File: src/rtl/conv_pkg.sv
// Shared definitions for the conv/pool/flatten sequencer and its datapath.
// Holds flag bit positions, the sequencer state encoding and phase lengths.
package conv_pkg;

    localparam int FLAG_W = 12;

    localparam int F_GEN_IN_ADDR    = 0;
    localparam int F_READ_IN_ENB    = 1;
    localparam int F_CONV_RELU_ENB  = 2;
    localparam int F_WRITE_CONV_ENB = 3;
    localparam int F_GEN_CONV_ADDR  = 4;
    localparam int F_READ_CONV_ENB  = 5;
    localparam int F_WRITE_POOL_ENB = 6;
    localparam int F_WRITE_FLAT_ENB = 7;

    // Address generation leads the read enables by this many cycles
    localparam int RD_SKEW = 2;

    typedef enum logic [2:0] {
        IDLE,
        LOAD,
        CONV,
        WCONV,
        RDL0,
        POOL,
        FLAT
    } state_t;

    function automatic int load_len(input int in_buf);
        return 3 * in_buf + RD_SKEW;
    endfunction

    function automatic int conv_len(input int out_buf);
        return out_buf + 1;
    endfunction

    function automatic int wconv_len(input int out_buf);
        return 2 * out_buf;
    endfunction

    function automatic int rdl0_len(input int l0);
        return 2 * l0 + RD_SKEW;
    endfunction

    function automatic int pool_len(input int pool);
        return 2 * pool;
    endfunction

endpackage

File: src/rtl/conv_seq_ctrl_phase_counter.sv
// phase_counter: step counter that clears itself on terminal count.
// Ports: en (count while high, else held at 0), len (phase length),
// cnt (registered count), cnt_next (value after this edge), tc (last step).
module phase_counter #(
    parameter int WIDTH = 16
) (
    input  logic             clk,
    input  logic             reset,
    input  logic             en,
    input  logic [WIDTH-1:0] len,
    output logic [WIDTH-1:0] cnt,
    output logic [WIDTH-1:0] cnt_next,
    output logic             tc
);

    logic [WIDTH-1:0] cnt_q;
    logic [WIDTH-1:0] cnt_d;

    always_comb begin
        tc    = en && (cnt_q == len - 1'b1);
        cnt_d = (en && !tc) ? cnt_q + 1'b1 : '0;
    end

    always_ff @(posedge clk) begin
        if (reset) begin
            cnt_q <= '0;
        end else begin
            cnt_q <= cnt_d;
        end
    end

    assign cnt      = cnt_q;
    assign cnt_next = cnt_d;

endmodule

File: src/rtl/conv_seq_ctrl.sv
// conv_seq_ctrl: walks the datapath through load/conv/write per row, then
// layer-0 readback, pool and flatten. Ports: ready (start, IDLE only),
// busy, flags (phase enables), local_idx (step in phase), row_idx.
module conv_seq_ctrl
    import conv_pkg::*;
#(
    parameter int LOCAL_IDX_WIDTH = 16,
    parameter int IN_BUFFER_SIZE  = 16,
    parameter int OUT_BUFFER_SIZE = 3,
    parameter int ROWS            = 64,
    parameter int L0_SIZE         = 4096,
    parameter int POOL_SIZE       = 1024
) (
    input  logic                       clk,
    input  logic                       reset,
    input  logic                       ready,
    output logic                       busy,
    output logic [FLAG_W-1:0]          flags,
    output logic [LOCAL_IDX_WIDTH-1:0] local_idx,
    output logic [7:0]                 row_idx
);

    localparam int W = LOCAL_IDX_WIDTH;

    localparam logic [W-1:0] LOAD_LEN  = W'(load_len(IN_BUFFER_SIZE));
    localparam logic [W-1:0] CONV_LEN  = W'(conv_len(OUT_BUFFER_SIZE));
    localparam logic [W-1:0] WCONV_LEN = W'(wconv_len(OUT_BUFFER_SIZE));
    localparam logic [W-1:0] RDL0_LEN  = W'(rdl0_len(L0_SIZE));
    localparam logic [W-1:0] POOL_LEN  = W'(pool_len(POOL_SIZE));
    localparam logic [W-1:0] IN_GEN_END  = W'(3 * IN_BUFFER_SIZE);
    localparam logic [W-1:0] L0_GEN_END  = W'(2 * L0_SIZE);
    localparam logic [W-1:0] SKEW        = W'(RD_SKEW);
    localparam logic [7:0]   ROW_LAST    = 8'(ROWS - 1);

    state_t            state_q, state_d;
    logic              busy_q, busy_d;
    logic [FLAG_W-1:0] flags_q, flags_d;
    logic [7:0]        row_q, row_d;
    logic [W-1:0]      len;
    logic [W-1:0]      idx_q;
    logic [W-1:0]      idx_next;
    logic              tc;

    // Flags are derived from the post-edge state/index so that the
    // registered flags always line up with the registered local_idx.
    function automatic logic [FLAG_W-1:0] phase_flags(
        input state_t       s,
        input logic [W-1:0] i
    );
        logic [FLAG_W-1:0] f;
        f = '0;
        unique case (s)
            LOAD: begin
                f[F_GEN_IN_ADDR] = (i < IN_GEN_END);
                f[F_READ_IN_ENB] = (i >= SKEW);
            end
            CONV:  f[F_CONV_RELU_ENB]  = 1'b1;
            WCONV: f[F_WRITE_CONV_ENB] = 1'b1;
            RDL0: begin
                f[F_GEN_CONV_ADDR] = (i < L0_GEN_END);
                f[F_READ_CONV_ENB] = (i >= SKEW);
            end
            POOL:  f[F_WRITE_POOL_ENB] = 1'b1;
            FLAT:  f[F_WRITE_FLAT_ENB] = 1'b1;
            default: f = '0;
        endcase
        return f;
    endfunction

    always_comb begin
        len = W'(1);
        unique case (state_q)
            LOAD:    len = LOAD_LEN;
            CONV:    len = CONV_LEN;
            WCONV:   len = WCONV_LEN;
            RDL0:    len = RDL0_LEN;
            POOL:    len = POOL_LEN;
            FLAT:    len = POOL_LEN;
            default: len = W'(1);
        endcase
    end

    phase_counter #(
        .WIDTH (W)
    ) u_phase_counter (
        .clk      (clk),
        .reset    (reset),
        .en       (state_q != IDLE),
        .len      (len),
        .cnt      (idx_q),
        .cnt_next (idx_next),
        .tc       (tc)
    );

    always_comb begin
        state_d = state_q;
        row_d   = row_q;
        unique case (state_q)
            IDLE: begin
                if (ready) begin
                    state_d = LOAD;
                    row_d   = '0;
                end
            end
            LOAD:  if (tc) state_d = CONV;
            CONV:  if (tc) state_d = WCONV;
            WCONV: begin
                if (tc) begin
                    if (row_q < ROW_LAST) begin
                        row_d   = row_q + 8'd1;
                        state_d = LOAD;
                    end else begin
                        state_d = RDL0;
                    end
                end
            end
            RDL0:    if (tc) state_d = POOL;
            POOL:    if (tc) state_d = FLAT;
            FLAT:    if (tc) state_d = IDLE;
            default: state_d = IDLE;
        endcase
        busy_d  = (state_d != IDLE);
        flags_d = phase_flags(state_d, idx_next);
    end

    always_ff @(posedge clk) begin
        if (reset) begin
            state_q <= IDLE;
            busy_q  <= 1'b0;
            flags_q <= '0;
            row_q   <= '0;
        end else begin
            state_q <= state_d;
            busy_q  <= busy_d;
            flags_q <= flags_d;
            row_q   <= row_d;
        end
    end

    assign busy      = busy_q;
    assign flags     = flags_q;
    assign local_idx = idx_q;
    assign row_idx   = row_q;

endmodule

File: config.mk
export PLATFORM = sky130hd
export DESIGN_NAME = conv_seq_ctrl
export DESIGN_NICKNAME = d
export VERILOG_FILES = /design/src/rtl/conv_pkg.sv /design/src/rtl/conv_seq_ctrl_phase_counter.sv /design/src/rtl/conv_seq_ctrl.sv
export SDC_FILE = /design/constraint.sdc
export NUM_CORES = 1
export LEC_CHECK = 0
export ABC_AREA = 1
export CAP_MARGIN = 20
export CORE_MARGIN = 8
export CORE_UTILIZATION = 33
export CTS_CLUSTER_DIAMETER = 50
export DETAILED_ROUTE_END_ITERATION = 10
export DONT_BUFFER_PORTS = 1
export HOLD_SLACK_MARGIN = 0.15
export PLACE_DENSITY = 0.5
export RECOVER_POWER = 100
export SYNTH_ARGS = -nofsm -noshare
export SYNTH_HDL_FRONTEND = slang
export SYNTH_SLANG_ARGS = --single-unit
File: constraint.sdc
create_clock -name clk -period 6.9 [get_ports clk]
set_input_delay 1.035 -clock clk [delete_from_list [all_inputs] [get_ports clk]]
set_output_delay 1.035 -clock clk [all_outputs]
set_load 0.01 [all_outputs]
Yosys cells after proc, flatten, opt, wreduce, memory -nomap -nowiden
Index checks and enable logic that the tools add are counted.
{"block": "totals", "output_inout_bits": 37, "in_bits": 3, "wordCells": 63, "register_bits": 40}
{"block": "classes", "n_lt_le_gt_ge": 4, "add_sub_neg": 3, "bitwise_logic": 2, "muxes": 19, "reduce_logical": 11, "eq_ne": 16}
{"operator": "case mux 14 bit (5 select lines)", "count": 1}
{"operator": "2-to-1 mux 3 bit", "count": 8}
{"operator": "2-to-1 mux 8 bit", "count": 3}
{"operator": "case mux 3 bit (7 select lines)", "count": 1}
{"operator": "equality test 3 bit, second input constant", "count": 6}
{"operator": "adder 16 x 1 -> 16 bit, second input constant", "count": 1}
{"operator": "equality test 16 bit", "count": 1}
{"operator": ">= comparator 16 x 2 -> 1 bit, second input constant", "count": 1}
{"operator": "less-than comparator 16 x 14 -> 1 bit, second input constant", "count": 1}
{"operator": "less-than comparator 16 x 6 -> 1 bit, second input constant", "count": 1}
{"operator": "2-to-1 mux 16 bit", "count": 1}
{"operator": "case mux 8 bit (2 select lines)", "count": 1}
{"operator": "subtractor 14 x 1 -> 15 bit, second input constant", "count": 1}
{"operator": "equality test 3 x 2 -> 1 bit, second input constant", "count": 4}
{"operator": "adder 8 x 1 -> 8 bit, second input constant", "count": 1}
{"operator": "less-than comparator 8 x 6 -> 1 bit, second input constant", "count": 1}
{"operator": "equality test 3 x 1 -> 1 bit, second input constant", "count": 2}
{"operator": "!= test 2 bit, second input constant", "count": 3}
{"operator": "nonzero test 3 bit", "count": 2}
{"operator": "OR reduction 2 bit", "count": 3}
{"operator": "2-to-1 mux 1 bit", "count": 4}
{"operator": "AND reduction 4 bit", "count": 1}
{"operator": "logical NOT 3 bit", "count": 1}
{"operator": "logical AND 1 bit", "count": 2}
{"operator": "3 further kinds", "count": 4}

Longest topological paths before layout
{"block": "depth", "word_depth": 11, "ltp_mapped": 22, "depth_no_buf": 21}

Hierarchy
From an unflattened synthesis, not the netlist that was laid out.
{"block": "hier_totals", "hier_cells": 462, "area_unflattened_um2": 2907.8}
{"module": "phase_counter", "instances": 1, "seq_area_each_um2": 320.3, "cells_per_inst": 311, "area_per_inst_um2": 1810.5}
{"module": "conv_seq_ctrl", "instances": 1, "seq_area_each_um2": 400.4, "cells_per_inst": 151, "area_per_inst_um2": 1097.3}

Least setup slack after synthesis
No wires, ideal clock.
{"block": "synth_timing", "path_kind": "reg-to-reg", "from": "register state_q[2]", "to": "register flags_q[5] (netlist: flags[5])", "path_slack_ns": 4.519, "setup_time_ns": 0.109, "period_less_slack_ns": 2.381, "n_path_buf": 2, "t_required_ns": 6.791, "t_arrival_ns": 2.272, "path_stages_with_launch": 22, "cell_sequence": "dfxtp_1 buf_4 nand2_1 nand2_1 nand2_1 inv_1 ha_1 ha_1 inv_1 nand2_1 nand2_1 nor2_1 nand3_1 nor2_2 nand4_4 buf_6 o211ai_2 nand2_1 nor2_2 nand2_1 nand2_1 inv_1"}
{"block": "synth_via", "elab_chain_len": 11, "word_cells_on_any_way": 28, "classes_between": "add/sub (1); order compare (1); eq/ne (8); mux (10); bitwise (1); reduce/logical (7)"}
{"item": "from (decl)", "line": "conv_seq_ctrl.sv:35", "text": "state_t state_q, state_d;"}
{"item": "from (signal assigned)", "line": "conv_seq_ctrl.sv:133", "text": "state_q <= state_d;"}
{"item": "parallel branches: the longest is 11 deep, another holds >= comparator 16 x 2 -> 1 bit"}
{"item": "to (signal assigned)", "line": "conv_seq_ctrl.sv:135", "text": "flags_q <= flags_d;"}
{"item": "to (decl)", "line": "conv_seq_ctrl.sv:37", "text": "logic [FLAG_W-1:0] flags_q, flags_d;"}
Several ways; the timed one is not identified.
A chain may end at the register's enable or synchronous reset.

Worst setup path in the final report
{"block": "layout_timing", "from": "register state_q[2]", "to": "register row_q[3] (netlist: row_idx[3])"}
{"block": "layout_via", "elab_chain_len": 8, "word_cells_on_any_way": 19, "classes_between": "add/sub (1); eq/ne (10); mux (2); reduce/logical (6)"}
{"item": "equality test 3 bit", "line": "conv_seq_ctrl.sv:72", "text": "unique case (state_q)"}
{"item": "OR reduction 2 bit (no line)"}
{"item": "case mux 14 bit (5 select lines)", "line": "conv_seq_ctrl.sv:72"}
{"item": "subtractor 14 x 1 -> 15 bit", "line": "conv_seq_ctrl_phase_counter.sv:20", "text": "tc = en && (cnt_q == len - 1'b1);"}
{"item": "equality test 16 bit", "line": "conv_seq_ctrl_phase_counter.sv:20"}
{"item": "logical AND 1 bit", "line": "conv_seq_ctrl_phase_counter.sv:20"}
{"item": "!= test 2 bit (no line)"}
{"item": "AND reduction 4 bit (no line)"}
{"item": "to (signal assigned)", "line": "conv_seq_ctrl.sv:136", "text": "row_q <= row_d;"}
{"item": "to (decl)", "line": "conv_seq_ctrl.sv:38", "text": "logic [7:0] row_q, row_d;"}
Several ways; a longest one is shown, not always the timed one.

==> results.py <==
metrics = {
    "grt": {
        "grt_pass1_vias": 2157,
        "grt_max_degree": 24,
        "grt-ovfl-total": 0,
        "grt_pass1_wl_um": 10700,
        "antenna_found_initial": 0,
        "grtUsageTotal_pct": 13.4,
    },
    "synthesis": {
        "synthesis.area_um2": 2390,
        "yosys_warnings": 0,
        "ys_seq_area_share_pct": 30.2,
        "syn_avg_cell_area_um2": 6.37,
        "yosysUniqueCellTypes": 32,
        "postSynth.asyncResetShare_pct": 0,
        "ys_seq_elements": 36,
        "synth_cells": 375,
        "synth_flop_cell": "dfxtp_1",
        "synth_edf_count": 0,
    },
    "critical_path": {
        "cp_max_fo": 14,
        "r2r_slack_ps": 3310,
        "path_class": "flip-flop to flip-flop",
        "cp.arrival_ps": 3800,
        "end_kind": "flip-flop",
        "worstPathRequired_ps": 7110,
        "start_kind": "flip-flop",
    },
    "die": {
        "rows": 31,
        "die_w_um": 101,
        "dieHeight_um": 101,
        "core-area_um2": 7140,
        "num_io_pins": 40,
        "dieArea_um2": 10200,
        "start_util_pct": 33.5,
    },
    "routing": {
        "ant_nets": 0,
        "wire_per_inst_um": 13.6,
        "drtIter0Drc": 146,
        "dr.pass1.iters": 4,
        "vias_per_cell": 4.61,
        "dr_total_vias": 2185,
        "drc_errors": 0,
        "wl_um": 6440,
    },
    "clock_tree": {
        "numCtsBuffers": 5,
        "cts_sinks": 36,
        "clockRootBuffer": "clkbuf_8",
        "clk_pin_slew_worst_paths_ps": 70,
        "insertion_delay_ps": 280,
        "postCtsResizedCells": 0,
        "h-tree-depth": 2,
        "cts_max_path_buffers": 2,
        "postCtsSetupBuffers": 0,
        "cts_tree": "yes",
        "hold_buffers": 0,
    },
    "cells_and_area": {
        "stdcell_count": 474,
        "antenna_cells": 0,
        "syn_to_final_growth_pct": 4.77,
        "design_area_um2": 2500,
        "nets": 381,
        "final_cell_mix": "nand2_1 (109), inv_1 (51), nor2_1 (48)",
        "drive_gt1_share_pct": 7.73,
        "layout_commonest_cell": "nand2_1",
        "final_core_util_pct": 35.0,
    },
    "pwr": {
        "power_frac_seq_pct": 37.3,
        "pwr-share-comb_pct": 41.4,
        "total_power_mw": 0.726,
        "power.share.clock_pct": 21.3,
        "switching_share_pct": 44.9,
        "p_int_mw": 0.400,
        "p_per_area_nw_per_um2": 290,
        "p_leak_nw": 1.19,
        "ir_drop_uv": 115,
        "power.switching_mw": 0.326,
    },
    "run_status": {
        "status": "finished clean",
    },
    "sta": {
        "rsz0062_at_grt": "no",
        "max_freq_ghz": 0.279,
        "min_period_ps": 3590,
        "slew_violations": 0,
        "hold_viol": 0,
        "slew_headroom_pct": 55.5,
        "hold_slack_ps": 513,
        "tns_ps": 0,
        "setup_viol": 0,
        "setup_ws_ps": 3310,
        "fin_skew_ps": 3.60,
        "worst_pin_slew_ps": 665,
        "fin_crit_sh_pct": 52.0,
    },
    "placed_design": {
        "placed_area_um2": 2450,
        "pre_cts_slack_ps": 3830,
        "placed_cells": 466,
        "portBuffers": 0,
        "gp_congestion": 0.851,
        "dp_hpwl_um": 5170,
    },
    "min_path": {
        "hold_class": "flip-flop to flip-flop",
    },
    "job": {
        "maxCapViolations": 0,
    },
}
-- Yosys cell counts, drive strengths merged (2+ instances only) --
cell type / instances / area, µm²
nand2: 113 / 444
inv: 57 / 216
nor2: 53 / 226
nand3: 39 / 223
dfxtp: 36 / 721
nor3: 16 / 80.1
a21oi: 10 / 50.1
xor2: 10 / 87.6
buf: 8 / 65.1
nand4: 8 / 65.1
o211ai: 7 / 77.6
o21ai: 5 / 28.8
ha: 4 / 50.1
clkbuf: 3 / 11.3
nand3b: 2 / 15.0
-- final cells by class --
cell class | count | area [µm²]
Clock buffer | 8 | 90.1
Fill cell | 813 | 4640
Inverter | 57 | 216
Multi-Input combinational cell | 274 | 1350
Sequential cell | 36 | 721
Tap cell | 99 | 124
-- cell families (layout without fill, tap and decap cells) --
| group | count (synthesis) | in the layout | synth area share (%) |
|---|---|---|---|
| AOI/OAI and AO/OA | 24 | 24 | 7.23 |
| xor gates and xnor gates | 10 | 10 | 3.67 |
| adders and majority gates | 4 | 4 | 2.10 |
| buffers and inverters | 68 | 65 | 12.3 |
| DFF | 36 | 36 | 30.2 |
| other | 1 | 4 | 0.157 |
| and+or+nand+nor | 232 | 232 | 44.4 |
-- registers in the layout (all words and copies together) (netlist names) --
| name | count |
|---|---|
| busy | 1 |
| row_idx | 8 |
| flags | 8 |
| state_q | 3 |
| u_phase_counter.cnt | 16 |
-- routing by layer --
layer,wire (µm),GRT usage [%]
met1,3060,16.8
met5,0,0
met4,138,5.96
met3,353,3.11
met2,2890,21.1
-- power groups by stage --
| stage | clock network (mW) | registers [mW] | logic (mW) |
|---|---|---|---|
| after floorplan | 0 | 0.258 | 0.289 |
| after global placement | 0 | 0.277 | 0.316 |
| after detailed placement | 0 | 0.277 | 0.316 |
| after CTS | 0.159 | 0.272 | 0.317 |
| after global routing | 0.169 | 0.276 | 0.348 |
| final | 0.155 | 0.271 | 0.301 |
-- critical path, cell delays in order (launching register included) --
cell     delay [ps]
dfxtp_1         600
inv_2           130
nand2_1         190
ha_1            230
ha_1            200
inv_1            50
nand2_1          50
nand2_1          60
nor2_1          170
nand3_1         120
nor2_2           90
nand4_1         520
nand2_1         390
nand2_1         230
nor2_1          250
o21ai_0         110
a21oi_1         130
-- final timing paths --
kind	start	cells after the start	end
hold reg to reg	row_idx[7]$_SDFFE_PP0P_	2	row_idx[7]$_SDFFE_PP0P_
hold / removal	row_idx[7]$_SDFFE_PP0P_	2	row_idx[7]$_SDFFE_PP0P_
setup reg to reg	state_q[2]$_SDFF_PP0_	16	row_idx[3]$_SDFFE_PP0P_
setup / recovery	state_q[2]$_SDFF_PP0_	16	row_idx[3]$_SDFFE_PP0P_
Note: power is estimated with default switching activity, not from simulation.
